[src/rtl/stopwatch_pkg.sv]
// Shared constants and types for the stopwatch MM:SS counter.
// Segment patterns are active-low, bit0 = a ... bit6 = g, bit7 = dp.
package stopwatch_pkg;

  typedef logic [3:0] bcd_t;

  localparam logic [7:0] SEG_0     = 8'hC0;
  localparam logic [7:0] SEG_1     = 8'hF9;
  localparam logic [7:0] SEG_2     = 8'hA4;
  localparam logic [7:0] SEG_3     = 8'hB0;
  localparam logic [7:0] SEG_4     = 8'h99;
  localparam logic [7:0] SEG_5     = 8'h92;
  localparam logic [7:0] SEG_6     = 8'h82;
  localparam logic [7:0] SEG_7     = 8'hF8;
  localparam logic [7:0] SEG_8     = 8'h80;
  localparam logic [7:0] SEG_9     = 8'h90;
  localparam logic [7:0] SEG_BLANK = 8'hFF;

  localparam int unsigned SEC_MAX = 59;

  // Seconds limit split into its two BCD digits.
  localparam bcd_t SEC_TENS_MAX = bcd_t'(SEC_MAX / 10);
  localparam bcd_t SEC_ONES_MAX = bcd_t'(SEC_MAX % 10);

  localparam bcd_t BCD_NINE = 4'd9;

endpackage

[src/rtl/stopwatch_counter_bcd_to_seg.sv]
// bcd_to_seg: combinational BCD digit to active-low 7-segment pattern.
// Non-decimal inputs (10-15) produce a blank digit.
module bcd_to_seg
  import stopwatch_pkg::*;
(
  input  logic [3:0] bcd_i,
  output logic [6:0] seg_o
);

  // Decode one BCD digit into segments a..g (dp is handled by the caller).
  always_comb begin
    seg_o = SEG_BLANK[6:0];
    case (bcd_i)
      4'd0:    seg_o = SEG_0[6:0];
      4'd1:    seg_o = SEG_1[6:0];
      4'd2:    seg_o = SEG_2[6:0];
      4'd3:    seg_o = SEG_3[6:0];
      4'd4:    seg_o = SEG_4[6:0];
      4'd5:    seg_o = SEG_5[6:0];
      4'd6:    seg_o = SEG_6[6:0];
      4'd7:    seg_o = SEG_7[6:0];
      4'd8:    seg_o = SEG_8[6:0];
      4'd9:    seg_o = SEG_9[6:0];
      default: seg_o = SEG_BLANK[6:0];
    endcase
  end

endmodule

[src/rtl/stopwatch_counter.sv]
// stopwatch_counter: BCD MM:SS stopwatch with run/pause and 2 Hz field adjust.
// Drives registered active-low segment patterns for the display multiplexer.
// Optional feature: define COLON_DP_EN to blink digit2's dp as a colon.
module stopwatch_counter
  import stopwatch_pkg::*;
#(
  parameter int unsigned MAX_MIN = 59
) (
  input  logic       clk,
  input  logic       rst,
  input  logic       tick_1hz,
  input  logic       tick_2hz,
  input  logic       pause,
  input  logic       adj,
  input  logic       sel,
  output logic [7:0] digit0_display,
  output logic [7:0] digit1_display,
  output logic [7:0] digit2_display,
  output logic [7:0] digit3_display,
  output logic       running
);

  localparam bcd_t MIN_TENS_MAX = bcd_t'(MAX_MIN / 10);
  localparam bcd_t MIN_ONES_MAX = bcd_t'(MAX_MIN % 10);

  bcd_t sec_ones_q, sec_ones_d;
  bcd_t sec_tens_q, sec_tens_d;
  bcd_t min_ones_q, min_ones_d;
  bcd_t min_tens_q, min_tens_d;
  logic running_q, running_d;

  // Incremented field values (with wrap), shared by RUN and ADJUST paths.
  bcd_t sec_inc_ones, sec_inc_tens;
  bcd_t min_inc_ones, min_inc_tens;
  logic sec_at_max, min_at_max;

  logic [6:0] seg0, seg1, seg2, seg3;
  logic [6:0] digit0_q, digit1_q, digit2_q, digit3_q;

  // Next value of seconds and minutes if each field were stepped by one.
  always_comb begin
    sec_at_max = (sec_tens_q == SEC_TENS_MAX) && (sec_ones_q == SEC_ONES_MAX);
    min_at_max = (min_tens_q == MIN_TENS_MAX) && (min_ones_q == MIN_ONES_MAX);
    sec_inc_ones = sec_ones_q;
    sec_inc_tens = sec_tens_q;
    min_inc_ones = min_ones_q;
    min_inc_tens = min_tens_q;
    if (sec_at_max) begin
      sec_inc_ones = 4'd0;
      sec_inc_tens = 4'd0;
    end else if (sec_ones_q == BCD_NINE) begin
      sec_inc_ones = 4'd0;
      sec_inc_tens = sec_tens_q + 4'd1;
    end else begin
      sec_inc_ones = sec_ones_q + 4'd1;
    end
    if (min_at_max) begin
      min_inc_ones = 4'd0;
      min_inc_tens = 4'd0;
    end else if (min_ones_q == BCD_NINE) begin
      min_inc_ones = 4'd0;
      min_inc_tens = min_tens_q + 4'd1;
    end else begin
      min_inc_ones = min_ones_q + 4'd1;
    end
  end

  // Mode logic: adjust steps one field on tick_2hz, run counts on tick_1hz.
  always_comb begin
    sec_ones_d = sec_ones_q;
    sec_tens_d = sec_tens_q;
    min_ones_d = min_ones_q;
    min_tens_d = min_tens_q;
    // Toggle is recorded in every mode; a same-cycle tick sees the old value.
    running_d  = running_q ^ pause;
    if (adj) begin
      if (tick_2hz) begin
        if (sel) begin
          sec_ones_d = sec_inc_ones;
          sec_tens_d = sec_inc_tens;
        end else begin
          min_ones_d = min_inc_ones;
          min_tens_d = min_inc_tens;
        end
      end else begin
        sec_ones_d = sec_ones_q;
      end
    end else if (running_q && tick_1hz) begin
      sec_ones_d = sec_inc_ones;
      sec_tens_d = sec_inc_tens;
      if (sec_at_max) begin
        min_ones_d = min_inc_ones;
        min_tens_d = min_inc_tens;
      end else begin
        min_ones_d = min_ones_q;
      end
    end else begin
      sec_ones_d = sec_ones_q;
    end
  end

  // Count and run-flag registers.
  always_ff @(posedge clk or posedge rst) begin
    if (rst) begin
      sec_ones_q <= 4'd0;
      sec_tens_q <= 4'd0;
      min_ones_q <= 4'd0;
      min_tens_q <= 4'd0;
      running_q  <= 1'b1;
    end else begin
      sec_ones_q <= sec_ones_d;
      sec_tens_q <= sec_tens_d;
      min_ones_q <= min_ones_d;
      min_tens_q <= min_tens_d;
      running_q  <= running_d;
    end
  end

  bcd_to_seg u_seg0 (.bcd_i(sec_ones_q), .seg_o(seg0));
  bcd_to_seg u_seg1 (.bcd_i(sec_tens_q), .seg_o(seg1));
  bcd_to_seg u_seg2 (.bcd_i(min_ones_q), .seg_o(seg2));
  bcd_to_seg u_seg3 (.bcd_i(min_tens_q), .seg_o(seg3));

  // Segment registers: display lags the count by one cycle.
  always_ff @(posedge clk or posedge rst) begin
    if (rst) begin
      digit0_q <= SEG_0[6:0];
      digit1_q <= SEG_0[6:0];
      digit2_q <= SEG_0[6:0];
      digit3_q <= SEG_0[6:0];
    end else begin
      digit0_q <= seg0;
      digit1_q <= seg1;
      digit2_q <= seg2;
      digit3_q <= seg3;
    end
  end

`ifdef COLON_DP_EN
  logic colon_q, colon_d;

  // Colon blinks at 2 Hz while counting, stays lit otherwise.
  always_comb begin
    colon_d = colon_q;
    if (adj || !running_q) begin
      colon_d = 1'b0;
    end else if (tick_2hz) begin
      colon_d = ~colon_q;
    end else begin
      colon_d = colon_q;
    end
  end

  // Colon register.
  always_ff @(posedge clk or posedge rst) begin
    if (rst) begin
      colon_q <= 1'b0;
    end else begin
      colon_q <= colon_d;
    end
  end

  assign digit2_display = {colon_q, digit2_q};
`else
  assign digit2_display = {1'b1, digit2_q};
`endif

  assign digit0_display = {1'b1, digit0_q};
  assign digit1_display = {1'b1, digit1_q};
  assign digit3_display = {1'b1, digit3_q};
  assign running        = running_q;

endmodule

[config.mk]
export PLATFORM = sky130hd
export DESIGN_NAME = stopwatch_counter
export DESIGN_NICKNAME = d
export VERILOG_FILES = /design/src/rtl/stopwatch_pkg.sv /design/src/rtl/stopwatch_counter_bcd_to_seg.sv /design/src/rtl/stopwatch_counter.sv
export SDC_FILE = /design/constraint.sdc
export NUM_CORES = 1
export LEC_CHECK = 0
export BUFFER_PORTS_ARGS = -buffer_cell sky130_fd_sc_hd__buf_2
export CAP_MARGIN = 20
export CORE_MARGIN = 10
export CORE_UTILIZATION = 45
export DETAILED_ROUTE_END_ITERATION = 12
export PLACE_DENSITY = 0.69
export SYNTH_ARGS = -nofsm -noshare
export SYNTH_HDL_FRONTEND = slang
export SYNTH_SLANG_ARGS = --single-unit
[constraint.sdc]
create_clock -name clk -period 1.9 [get_ports clk]
set_clock_uncertainty 0.1 [all_clocks]
set_input_delay 0.095 -clock clk [delete_from_list [all_inputs] [get_ports clk]]
set_output_delay 0.095 -clock clk [all_outputs]
set_load 0.02 [all_outputs]
==> flow_summary.json <==
{
  "outcome": "finished clean",
  "rows": 26,
  "drc": 0,
  "vias_per_cell": 4.85,
  "yosys.area.top_type": "dfrtp_1",
  "die_x_um": 92.0,
  "yosys-top-cells-count": "dfrtp_1, nand2_1, o21ai_0",
  "slew_viol_final": 0,
  "drv_cap": 0,
  "ios": 40,
  "reg2reg_slack_ns": 0.13,
  "coreArea_um2": 5070,
  "cp_num_cells": 6,
  "worstReg2RegEnd": "min_tens_q[0]",
  "path_clk_slew_ns": 0.09,
  "dpl.hpwl_um": 3580,
  "rsz0062_at_grt": "false",
  "htreeDepth": 2,
  "post-route-util_pct": 54.0,
  "leakagePower_uw": 0.00136,
  "slowest_delay_ns": 0.39,
  "final_antenna_net_count": 0,
  "min_path_type": "in -> reg",
  "path_max_fanout": 4,
  "syn2layout_area_growth_pct": 17.7,
  "worstPathCellList": "inv_2, ha_2, nand3b_4, o31a_1, nand2b_4, mux2_4",
  "hold_path_end": "sec_ones_q[2]",
  "ys_seq_area_share_pct": 48.6,
  "setup_viol": 0,
  "postCtsSetupRepairBufs": 0,
  "yosysWarnings": 0,
  "path_class": "reg -> reg",
  "syn_avg_cell_area_um2": 9.55,
  "die-area_um2": 8450,
  "crit_path_top_delay_cell": "dfrtp_1",
  "numCtsBuffers": 5,
  "cp-start-kind": "flip-flop",
  "start_util_pct": 45.9,
  "routed_wl_um": 4560,
  "grt_max_degree": 18,
  "ys_async_sr_fraction_pct": 100,
  "hp-start": "tick_2hz",
  "yosys-top-cells-area": "dfrtp_1, ha_1, o21ai_0, dfstp_2, nand2_1",
  "cp.required_ns": 1.98,
  "synthCells": 244,
  "vdd_ir_drop_max_mv": 1.01,
  "synth_edf_count": 0,
  "clock.fmax_mhz": 564,
  "synthDistinctLibCells": 34,
  "root_buffer": "clkbuf_8",
  "io_buffers": 35,
  "cts_sinks": 45,
  "fin_nets": 319,
  "diodes": 0,
  "hold_depth": 4,
  "grt_antenna_before_repair": 0,
  "grt_overflow": 0,
  "ys_ff_latch": 45,
  "fin_crit_ns": 1.77,
  "cp_num_buf_inv": 1,
  "end_kind": "flip-flop",
  "via_count": 1761,
  "wl_per_cell_um": 12.5,
  "cp_top_family": "flip-flops",
  "dr.pass1.iters": 4,
  "fin_setup_tns_ns": 0,
  "grt_pass1_vias": 1773,
  "cts_buffer_depth": 2,
  "reg2reg_from": "sec_ones_q[1]",
  "r2r_cells": 6,
  "clk_latency_ns": 0.30,
  "grt_pass1_wl_um": 8270,
  "fin_crit_sh_pct": 93.3,
  "ys.flop_type": "dfrtp_1",
  "p_per_area_nw_per_um2": 1660,
  "grt_use_total_pct": 11.6,
  "synth_top_area_share_pct": 43.0,
  "cts_tree": "yes",
  "layout-drive-gt1-share_pct": 24.9,
  "finalHoldViolations": 0,
  "syn_area_um2": 2330,
  "gp_congestion": 0.842,
  "yosysMostFrequentCell": "dfrtp_1",
  "fp.dieH_um": 92.0,
  "critPathArrivalTime_ns": 1.85,
  "drt_iter0_drc": 149
}
cell usage in the layout (no fill, tap or decap), types with 4 or more instances in the layout:
| cell type | instances |
|---|---|
| dfrtp_1 | 39 |
| buf_2 | 35 |
| nand2_1 | 34 |
| o21ai_0 | 28 |
| a21oi_1 | 21 |
| nor2_1 | 20 |
| ha_1 | 19 |
| inv_1 | 17 |
| buf_4 | 12 |
| nand3_1 | 6 |
| clkbuf_8 | 6 |
| mux2i_1 | 5 |
| dfstp_2 | 5 |
| nand2b_1 | 4 |
| a31oi_1 | 4 |
| conb_1 | 4 |
power by group:
part / total (µW) / switching [µW] / internal (µW)
clock: 601 / 306 / 295
combinational: 2250 / 1410 / 835
sequential: 1710 / 276 / 1440
tightest hold or removal path: stages:
cell,delay (ns)
buf_2,0.09
nand3_1,0.10
nand2_1,0.12
a31oi_1,0.09
repair_timing:
item / in CTS / in global routing
hold buffers: 2 / 0
endpoints found under the setup margin: 0 / 7
gates resized for setup: 0 / 5
endpoints found under the hold margin: 16 / 0
state kept, by name (all words and copies together), names as in the netlist:
| register | cells |
|---|---|
| min_tens_q | 4 |
| digit2_q | 7 |
| digit3_q | 7 |
| sec_tens_q | 4 |
| sec_ones_q | 4 |
| running | 1 |
| min_ones_q | 4 |
| digit1_q | 7 |
| digit0_q | 7 |
through the flow:
stage	std cells	hold slack, ns	power [µW]	setup slack (ns)	cell area, µm²
3_5_place_dp	353	-0.0268	3990	0.0740	2620
6_report	363	0.139	4560	0.127	2740
3_3_place_gp	353	-0.0281	3940	0.131	2620
4_1_cts	363	0.131	4610	0.0605	2740
5_1_grt	363	0.176	5040	0.00417	2740
2_1_floorplan	247	0.0474	3270	0.0776	2340
worst max-delay path by stage:
stage / to / slack, ns / start
5_1_grt: min_ones_q[2] / 0.004 / sec_ones_q[1]
2_1_floorplan: min_tens_q[0] / 0.08 / sec_ones_q[1]
3_5_place_dp: min_tens_q[0] / 0.07 / sec_ones_q[1]
3_3_place_gp: min_tens_q[0] / 0.13 / sec_ones_q[1]
6_report: min_tens_q[0] / 0.13 / sec_ones_q[1]
4_1_cts: min_tens_q[0] / 0.06 / sec_ones_q[1]
final cells by class:
class                   instances  area, µm²
inverters                      19       71.3
multi-input cells             172       1070
clock buffers                   6       82.6
well taps                      70       87.6
fillers                       485       2330
flip-flops and latches         45       1130
repair buffers                 49        285
clock inverters                 2       13.8
kinds of logic after synthesis:
kind of cell / synth area share (%)
AND/OR/NAND/NOR: 16.6
multiplexers: 2.79
XOR/XNOR: 0.376
buffers and inverters: 6.28
AO/OA/AOI/OAI: 14.4
adder cells (fa/ha/maj): 10.7
flip-flops: 48.6
other: 0.161
per-layer routing:
| layer | GRT usage, % | part of all wire [%] | vias up |
|---|---|---|---|
| met5 | 0 | 0 | - |
| met4 | 4.76 | 2.1 | 0 |
| met3 | 4.56 | 8.0 | 9 |
| met2 | 17.5 | 44 | 50 |
| met1 | 14.5 | 46 | 794 |
| li1 | - | - | 908 |
(Power assumes the default switching activity.)
